`config.mk`:
```
export PLATFORM = sky130hd
export DESIGN_NAME = ex_mem_stage
export DESIGN_NICKNAME = d
export VERILOG_FILES = /design/src/rtl/ex_mem_stage.sv
export SDC_FILE = /design/constraint.sdc
export NUM_CORES = 1
export LEC_CHECK = 0
export CAP_MARGIN = 30
export CORE_ASPECT_RATIO = 1.2
export CORE_MARGIN = 2
export CORE_UTILIZATION = 43
export CTS_CLUSTER_DIAMETER = 150
export DETAILED_ROUTE_END_ITERATION = 10
export PLACE_DENSITY = 0.85
export SYNTH_ARGS = -nofsm -noshare
export SYNTH_HDL_FRONTEND = slang
export SYNTH_SLANG_ARGS = --single-unit
```
`constraint.sdc`:
```
create_clock -name clk -period 4.3 [get_ports clk]
set_input_delay 1.29 -clock clk [delete_from_list [all_inputs] [get_ports clk]]
set_output_delay 1.29 -clock clk [all_outputs]
set_load 0.01 [all_outputs]
```
`src/rtl/ex_mem_stage.sv`:
```
// ============================================================================
// ex_mem_stage
// ----------------------------------------------------------------------------
// Execute-to-memory pipeline register of the RISC-V core.
//
// The stage captures the execute-stage result and the memory control for one
// instruction. At capture time it also works out three things:
//   - the store data shifted into its byte lanes,
//   - the byte strobes for the store,
//   - a flag that marks an access which is misaligned for its size.
// These are presented to the memory stage behind a valid/ready handshake.
// The output register also drives the EX-stage forwarding tap.
//
// Configuration macro: EX_MEM_SKID_EN
//   defined   : output register plus one skid register (two entries).
//               in_ready is registered (in_ready = ~skid_valid).
//   undefined : single output register.
//               in_ready = ~out_valid | out_ready (combinational).
//
// Ports
//   clk, rst_n          clock, asynchronous active-low reset
//   in_valid/in_ready   execute-side handshake
//   in_alu_res          ALU result, also the memory address
//   in_rs2_data         raw store data
//   in_rd, in_reg_wen   destination register and its writeback enable
//   in_mem_ren/wen      load / store enables
//   in_funct3           access size [1:0] (00 B, 01 H, 10 W); bit 2 = unsigned
//   in_pc               instruction PC, carried along for traps
//   flush               synchronous kill of every held beat
//   out_valid/out_ready memory-side handshake
//   out_*               registered beat (payload + pre-computed store info)
//   fwd_valid/rd/data   forwarding tap, combinational from the output register
// ============================================================================
module ex_mem_stage (
    input  logic        clk,
    input  logic        rst_n,

    input  logic        in_valid,
    output logic        in_ready,
    input  logic [31:0] in_alu_res,
    input  logic [31:0] in_rs2_data,
    input  logic [4:0]  in_rd,
    input  logic        in_reg_wen,
    input  logic        in_mem_ren,
    input  logic        in_mem_wen,
    input  logic [2:0]  in_funct3,
    input  logic [31:0] in_pc,

    input  logic        flush,

    output logic        out_valid,
    input  logic        out_ready,
    output logic [31:0] out_alu_res,
    output logic [31:0] out_pc,
    output logic [4:0]  out_rd,
    output logic        out_reg_wen,
    output logic        out_mem_ren,
    output logic        out_mem_wen,
    output logic [2:0]  out_funct3,
    output logic [31:0] out_wdata,
    output logic [3:0]  out_wstrb,
    output logic        out_misaligned,

    output logic        fwd_valid,
    output logic [4:0]  fwd_rd,
    output logic [31:0] fwd_data
);

    // ------------------------------------------------------------------------
    // One beat as it is held in the stage registers.
    // ------------------------------------------------------------------------
    typedef struct packed {
        logic [31:0] alu_res;
        logic [31:0] pc;
        logic [31:0] wdata;
        logic [4:0]  rd;
        logic        reg_wen;
        logic        mem_ren;
        logic        mem_wen;
        logic [2:0]  funct3;
        logic [3:0]  wstrb;
        logic        misaligned;
    } beat_t;

    localparam logic [1:0] SIZE_B = 2'b00;
    localparam logic [1:0] SIZE_H = 2'b01;
    localparam logic [1:0] SIZE_W = 2'b10;

    // ------------------------------------------------------------------------
    // Capture-side pre-computation
    // ------------------------------------------------------------------------
    beat_t      in_beat;
    logic [1:0] off;
    logic [1:0] size;
    logic       mem_access;

    // NOTE: every signal assigned in an always_comb gets a default at the top
    // so no path leaves it unassigned; that is what keeps latches out.
    always_comb begin
        in_beat         = '0;
        off             = in_alu_res[1:0];
        size            = in_funct3[1:0];
        mem_access      = in_mem_ren | in_mem_wen;

        in_beat.alu_res = in_alu_res;
        in_beat.pc      = in_pc;
        in_beat.rd      = in_rd;
        in_beat.reg_wen = in_reg_wen;
        in_beat.mem_ren = in_mem_ren;
        in_beat.mem_wen = in_mem_wen;
        in_beat.funct3  = in_funct3;

        // Store data moves into the lanes selected by the low address bits.
        in_beat.wdata   = in_rs2_data << {off, 3'b000};

        // Size 11 is not a legal access size, so it is treated as misaligned
        // whenever memory is actually touched.
        unique case (size)
            SIZE_B:  in_beat.misaligned = 1'b0;
            SIZE_H:  in_beat.misaligned = mem_access & off[0];
            SIZE_W:  in_beat.misaligned = mem_access & (off != 2'b00);
            default: in_beat.misaligned = mem_access;
        endcase

        unique case (size)
            SIZE_B:  in_beat.wstrb = 4'b0001 << off;
            SIZE_H:  in_beat.wstrb = 4'b0011 << off;
            SIZE_W:  in_beat.wstrb = 4'b1111;
            default: in_beat.wstrb = 4'b0000;
        endcase

        // No strobes for non-stores, and none for a misaligned access: the
        // beat still travels on so the trap is raised downstream.
        if (!in_mem_wen || in_beat.misaligned) begin
            in_beat.wstrb = 4'b0000;
        end
    end

    // ------------------------------------------------------------------------
    // Storage and handshake
    // ------------------------------------------------------------------------
    logic  out_valid_q, out_valid_d;
    beat_t out_beat_q,  out_beat_d;
    logic  accept;

    assign accept = in_valid & in_ready;

`ifdef EX_MEM_SKID_EN
    logic  skid_valid_q, skid_valid_d;
    beat_t skid_beat_q,  skid_beat_d;

    // Registered: depends only on the skid flop, never on out_ready.
    assign in_ready = ~skid_valid_q;

    always_comb begin
        out_valid_d  = out_valid_q;
        out_beat_d   = out_beat_q;
        skid_valid_d = skid_valid_q;
        skid_beat_d  = skid_beat_q;

        if (flush) begin
            out_valid_d  = 1'b0;
            skid_valid_d = 1'b0;
        end else if (!out_valid_q || out_ready) begin
            // Output slot is free after this edge. The skid beat is older than
            // anything on the input, so it goes first; while the skid is full
            // in_ready is 0 and no new beat can arrive in the same cycle.
            if (skid_valid_q) begin
                out_valid_d  = 1'b1;
                out_beat_d   = skid_beat_q;
                skid_valid_d = 1'b0;
            end else if (accept) begin
                out_valid_d  = 1'b1;
                out_beat_d   = in_beat;
            end else begin
                out_valid_d  = 1'b0;
            end
        end else if (accept) begin
            // Output is stalled: park the new beat behind it.
            skid_valid_d = 1'b1;
            skid_beat_d  = in_beat;
        end
    end

    always_ff @(posedge clk or negedge rst_n) begin
        if (!rst_n) begin
            skid_valid_q <= 1'b0;
            skid_beat_q  <= '0;
        end else begin
            skid_valid_q <= skid_valid_d;
            skid_beat_q  <= skid_beat_d;
        end
    end
`else
    assign in_ready = ~out_valid_q | out_ready;

    always_comb begin
        out_valid_d = out_valid_q;
        out_beat_d  = out_beat_q;

        if (flush) begin
            out_valid_d = 1'b0;
        end else if (in_ready) begin
            out_valid_d = accept;
            if (accept) begin
                out_beat_d = in_beat;
            end
        end
    end
`endif

    // NOTE: the payload registers are reset along with the valid bit because
    // every out_* port must read 0 while rst_n is low, not just out_valid.
    // NOTE: sequential state uses non-blocking assignment only, so all flops
    // sample their _d values from before the edge.
    always_ff @(posedge clk or negedge rst_n) begin
        if (!rst_n) begin
            out_valid_q <= 1'b0;
            out_beat_q  <= '0;
        end else begin
            out_valid_q <= out_valid_d;
            out_beat_q  <= out_beat_d;
        end
    end

    // ------------------------------------------------------------------------
    // Outputs
    // ------------------------------------------------------------------------
    assign out_valid      = out_valid_q;
    assign out_alu_res    = out_beat_q.alu_res;
    assign out_pc         = out_beat_q.pc;
    assign out_rd         = out_beat_q.rd;
    assign out_reg_wen    = out_beat_q.reg_wen;
    assign out_mem_ren    = out_beat_q.mem_ren;
    assign out_mem_wen    = out_beat_q.mem_wen;
    assign out_funct3     = out_beat_q.funct3;
    assign out_wdata      = out_beat_q.wdata;
    assign out_wstrb      = out_beat_q.wstrb;
    assign out_misaligned = out_beat_q.misaligned;

    // Loads are excluded: their result is not known until the memory stage.
    assign fwd_valid = out_valid_q & out_beat_q.reg_wen & ~out_beat_q.mem_ren
                     & (out_beat_q.rd != 5'd0);
    assign fwd_rd    = out_beat_q.rd;
    assign fwd_data  = out_beat_q.alu_res;

endmodule
```
==> metrics.txt <==
hold depth=1; switching share of power=27.0%; top cells by area, synth=dfrtp_1 55%, mux2_2 19%, buf_4 5.5%, o21ai_0 4.8%, mux2i_1 4.7%; core box area=11600 µm²; HP Class=reg2reg; Die W=104 µm; layer with the highest usage=met2; met2 usage=40.7%; Max-slew headroom=45.7%; first-pass GRT wire length=23200 µm; Sink Count=113; largest net degree at the start of global routing=80; Fmax=265 MHz; Post-Layout Cell Count=798; Clock Pin Slew Worst Setup and Hold Paths=60 ps; Psw=0.00101 W; met1 usage=26.6%; Routed WL=15200 µm; Power Density=454 nW/µm²; FF-to-FF path depth=5; CTS tree=built; critical path type=in2out; placed cell area=7630 µm²; Via Count=4129; placed wire-length estimate=11400 µm; Peak VDD IR=0.221 mV; design area=8250 µm²; H-tree depth=4; fin crit share=87.7%; Layout Skew=13.3 ps; GRT Util Overall=23.6%; cell taking the most area after synthesis=dfrtp_1; total congestion overflow=0; Post-CTS Resized=0; Clock power frac=37.1%; most common cell after layout, fill and taps aside=clkdlybuf4s50_1; Layout Utilization=71.0%; Worst EP required=3010 ps; final hold slack=503 ps; Vias per Instance=5.17; Crit. End Element=output pin; Skew-Pair Late Insertion Delay=400 ps; startpoint types=input pin; post-CTS setup repair buffer count=0; Placed Cells=765; RSZ-0062 raised after global routing=no; min Tclk post-route=3770 ps; Slew @ Worst Pin=814 ps; Post-synth EDFFs=0; P_leak=3.41 nW; Comb pwr share=27.0%; Hold Buf Count CTS=0; P&R area growth vs syn=59.8%; hold_sp=out_mem_wen$_DFFE_PN0P_; Iter 0 DRT Violations=130; run status=finished, final reports clean; met3 Use GR=9.58%; CP arrival=2480 ps; Net count, final=743; Slew Limit Fails=0; die height=124 µm; Die ar.=12900 µm²; std cell rows=43; total CTS buffers=17; internal cell power=0.00273 W; FFs w/ async S/R, synth=100%; CTS root buffer=clkbuf_16; DRT Pass-1 Iters=4; syn avg cell area=12.9 µm²; critical path peak fanout=2; clk buf depth=2; FF-to-FF Start=out_valid$_DFFE_PN0P_; I/O pin count=264; setup violators final=0; setup slack, reg-to-reg=2030 ps; synthesized area=5160 µm²; post-synthesis register bit count=113; Yosys warning count=0; Mapped Cells=399; vias in the first global route=4241; initial antenna violation count=1; share of cells above drive strength 1=21.1%; Primary FF master, synth=dfrtp_1; syn_nets=514; Netlist cell types=32; most frequent cells in the layout=262 x clkdlybuf4s50_1, 113 x dfrtp_1, 88 x mux2_2; Max Cap Viol=0; sequential area share after synthesis=54.8%; sequential share of power=35.9%; DRC viols=0; DRT antenna net count=0; IO Port Bufs=263; Fin. Hold Viols=0; Synth top area share=54.8%; diode count=0; Critical R2R Capture=out_wdata[13]$_DFFE_PN0P_; Initial Util=44.4%; hold endpoint=out_mem_wen$_DFFE_PN0P_; Final GP Congestion=0.853; Sum Neg Setup Slack=0 ps; Avg WL per Cell=19.0 µm
[area by class of cell]
class / instances / area (µm²)
Inverter: 4 / 15.0
Sequential cell: 113 / 2830
Timing Repair Buffer: 272 / 2740
Clock buffer: 18 / 439
Clock inverter: 14 / 155
Tap cell: 157 / 196
Multi-Input combinational cell: 220 / 1880
Fill cell: 838 / 3370
[power by group through the flow]
stage,registers (W),clock network [W],logic [W]
final,0.00134,0.00139,0.00101
after global routing,0.00137,0.00146,0.00107
after CTS,0.00135,0.00142,0.00102
after detailed placement,0.00136,0,0.00101
after global placement,0.00135,0,0.000995
after floorplan,0.00143,0,0.000352
[state kept, by name (all words and copies together) (netlist names)]
register        cells
out_valid           1
out_pc             32
out_mem_ren         1
out_wstrb           4
fwd_data           32
fwd_rd              5
out_funct3          3
out_mem_wen         1
out_wdata          32
out_misaligned      1
out_reg_wen         1
[kinds of logic after synthesis]
group / after synthesis / synth area share (%)
AO/OA/AOI/OAI: 78 / 8.89
adder cells (fa/ha/maj): 3 / 0.727
buffers and inverters: 66 / 8.89
flip-flops: 113 / 54.8
multiplexers: 112 / 23.8
AND/OR/NAND/NOR: 27 / 2.86
[cell usage after synthesis, types with 2 or more instances]
master and instances:
mux2i_1 24, o31ai_1 13, o31a_1 2, mux2_2 88, nor2_1 5, o21ai_0 50, ha_1 3, dfrtp_1 113
buf_2 7, buf_6 8, clkbuf_1 8, nand2_1 10, nor3_1 2, buf_4 38, nor2b_1 2, inv_1 3
a22oi_1 8
[worst max path at each step]
stage | start | to | slack [ps] | cells after the start
after global routing | out_ready | in_ready | 520 | 4
final | out_ready | in_ready | 530 | 4
after global placement | out_ready | in_ready | 560 | 4
after detailed placement | out_ready | in_ready | 530 | 4
after floorplan | out_ready | in_ready | 1180 | 4
after CTS | out_ready | in_ready | 530 | 4
[critical path: stages]
cell             delay [ps]
clkdlybuf4s50_1         520
nor2b_4                  60
inv_1                    60
clkdlybuf4s50_1         540
[layer usage]
layer | wire [µm] | share of wire [%] | vias up
met5 | 13 | 0.086 | -
met4 | 288 | 1.9 | 2
met3 | 1540 | 10 | 25
met2 | 7670 | 51 | 242
met1 | 5640 | 37 | 2014
li1 | - | - | 1846
[metrics by stage]
stage          worst slack (ps)  power, W
2_1_floorplan              1180   0.00178
3_3_place_gp                559   0.00235
3_5_place_dp                529   0.00238
4_1_cts                     529   0.00378
5_1_grt                     517   0.00390
6_report                    531   0.00375
Note: power is estimated with default switching activity, not from simulation.
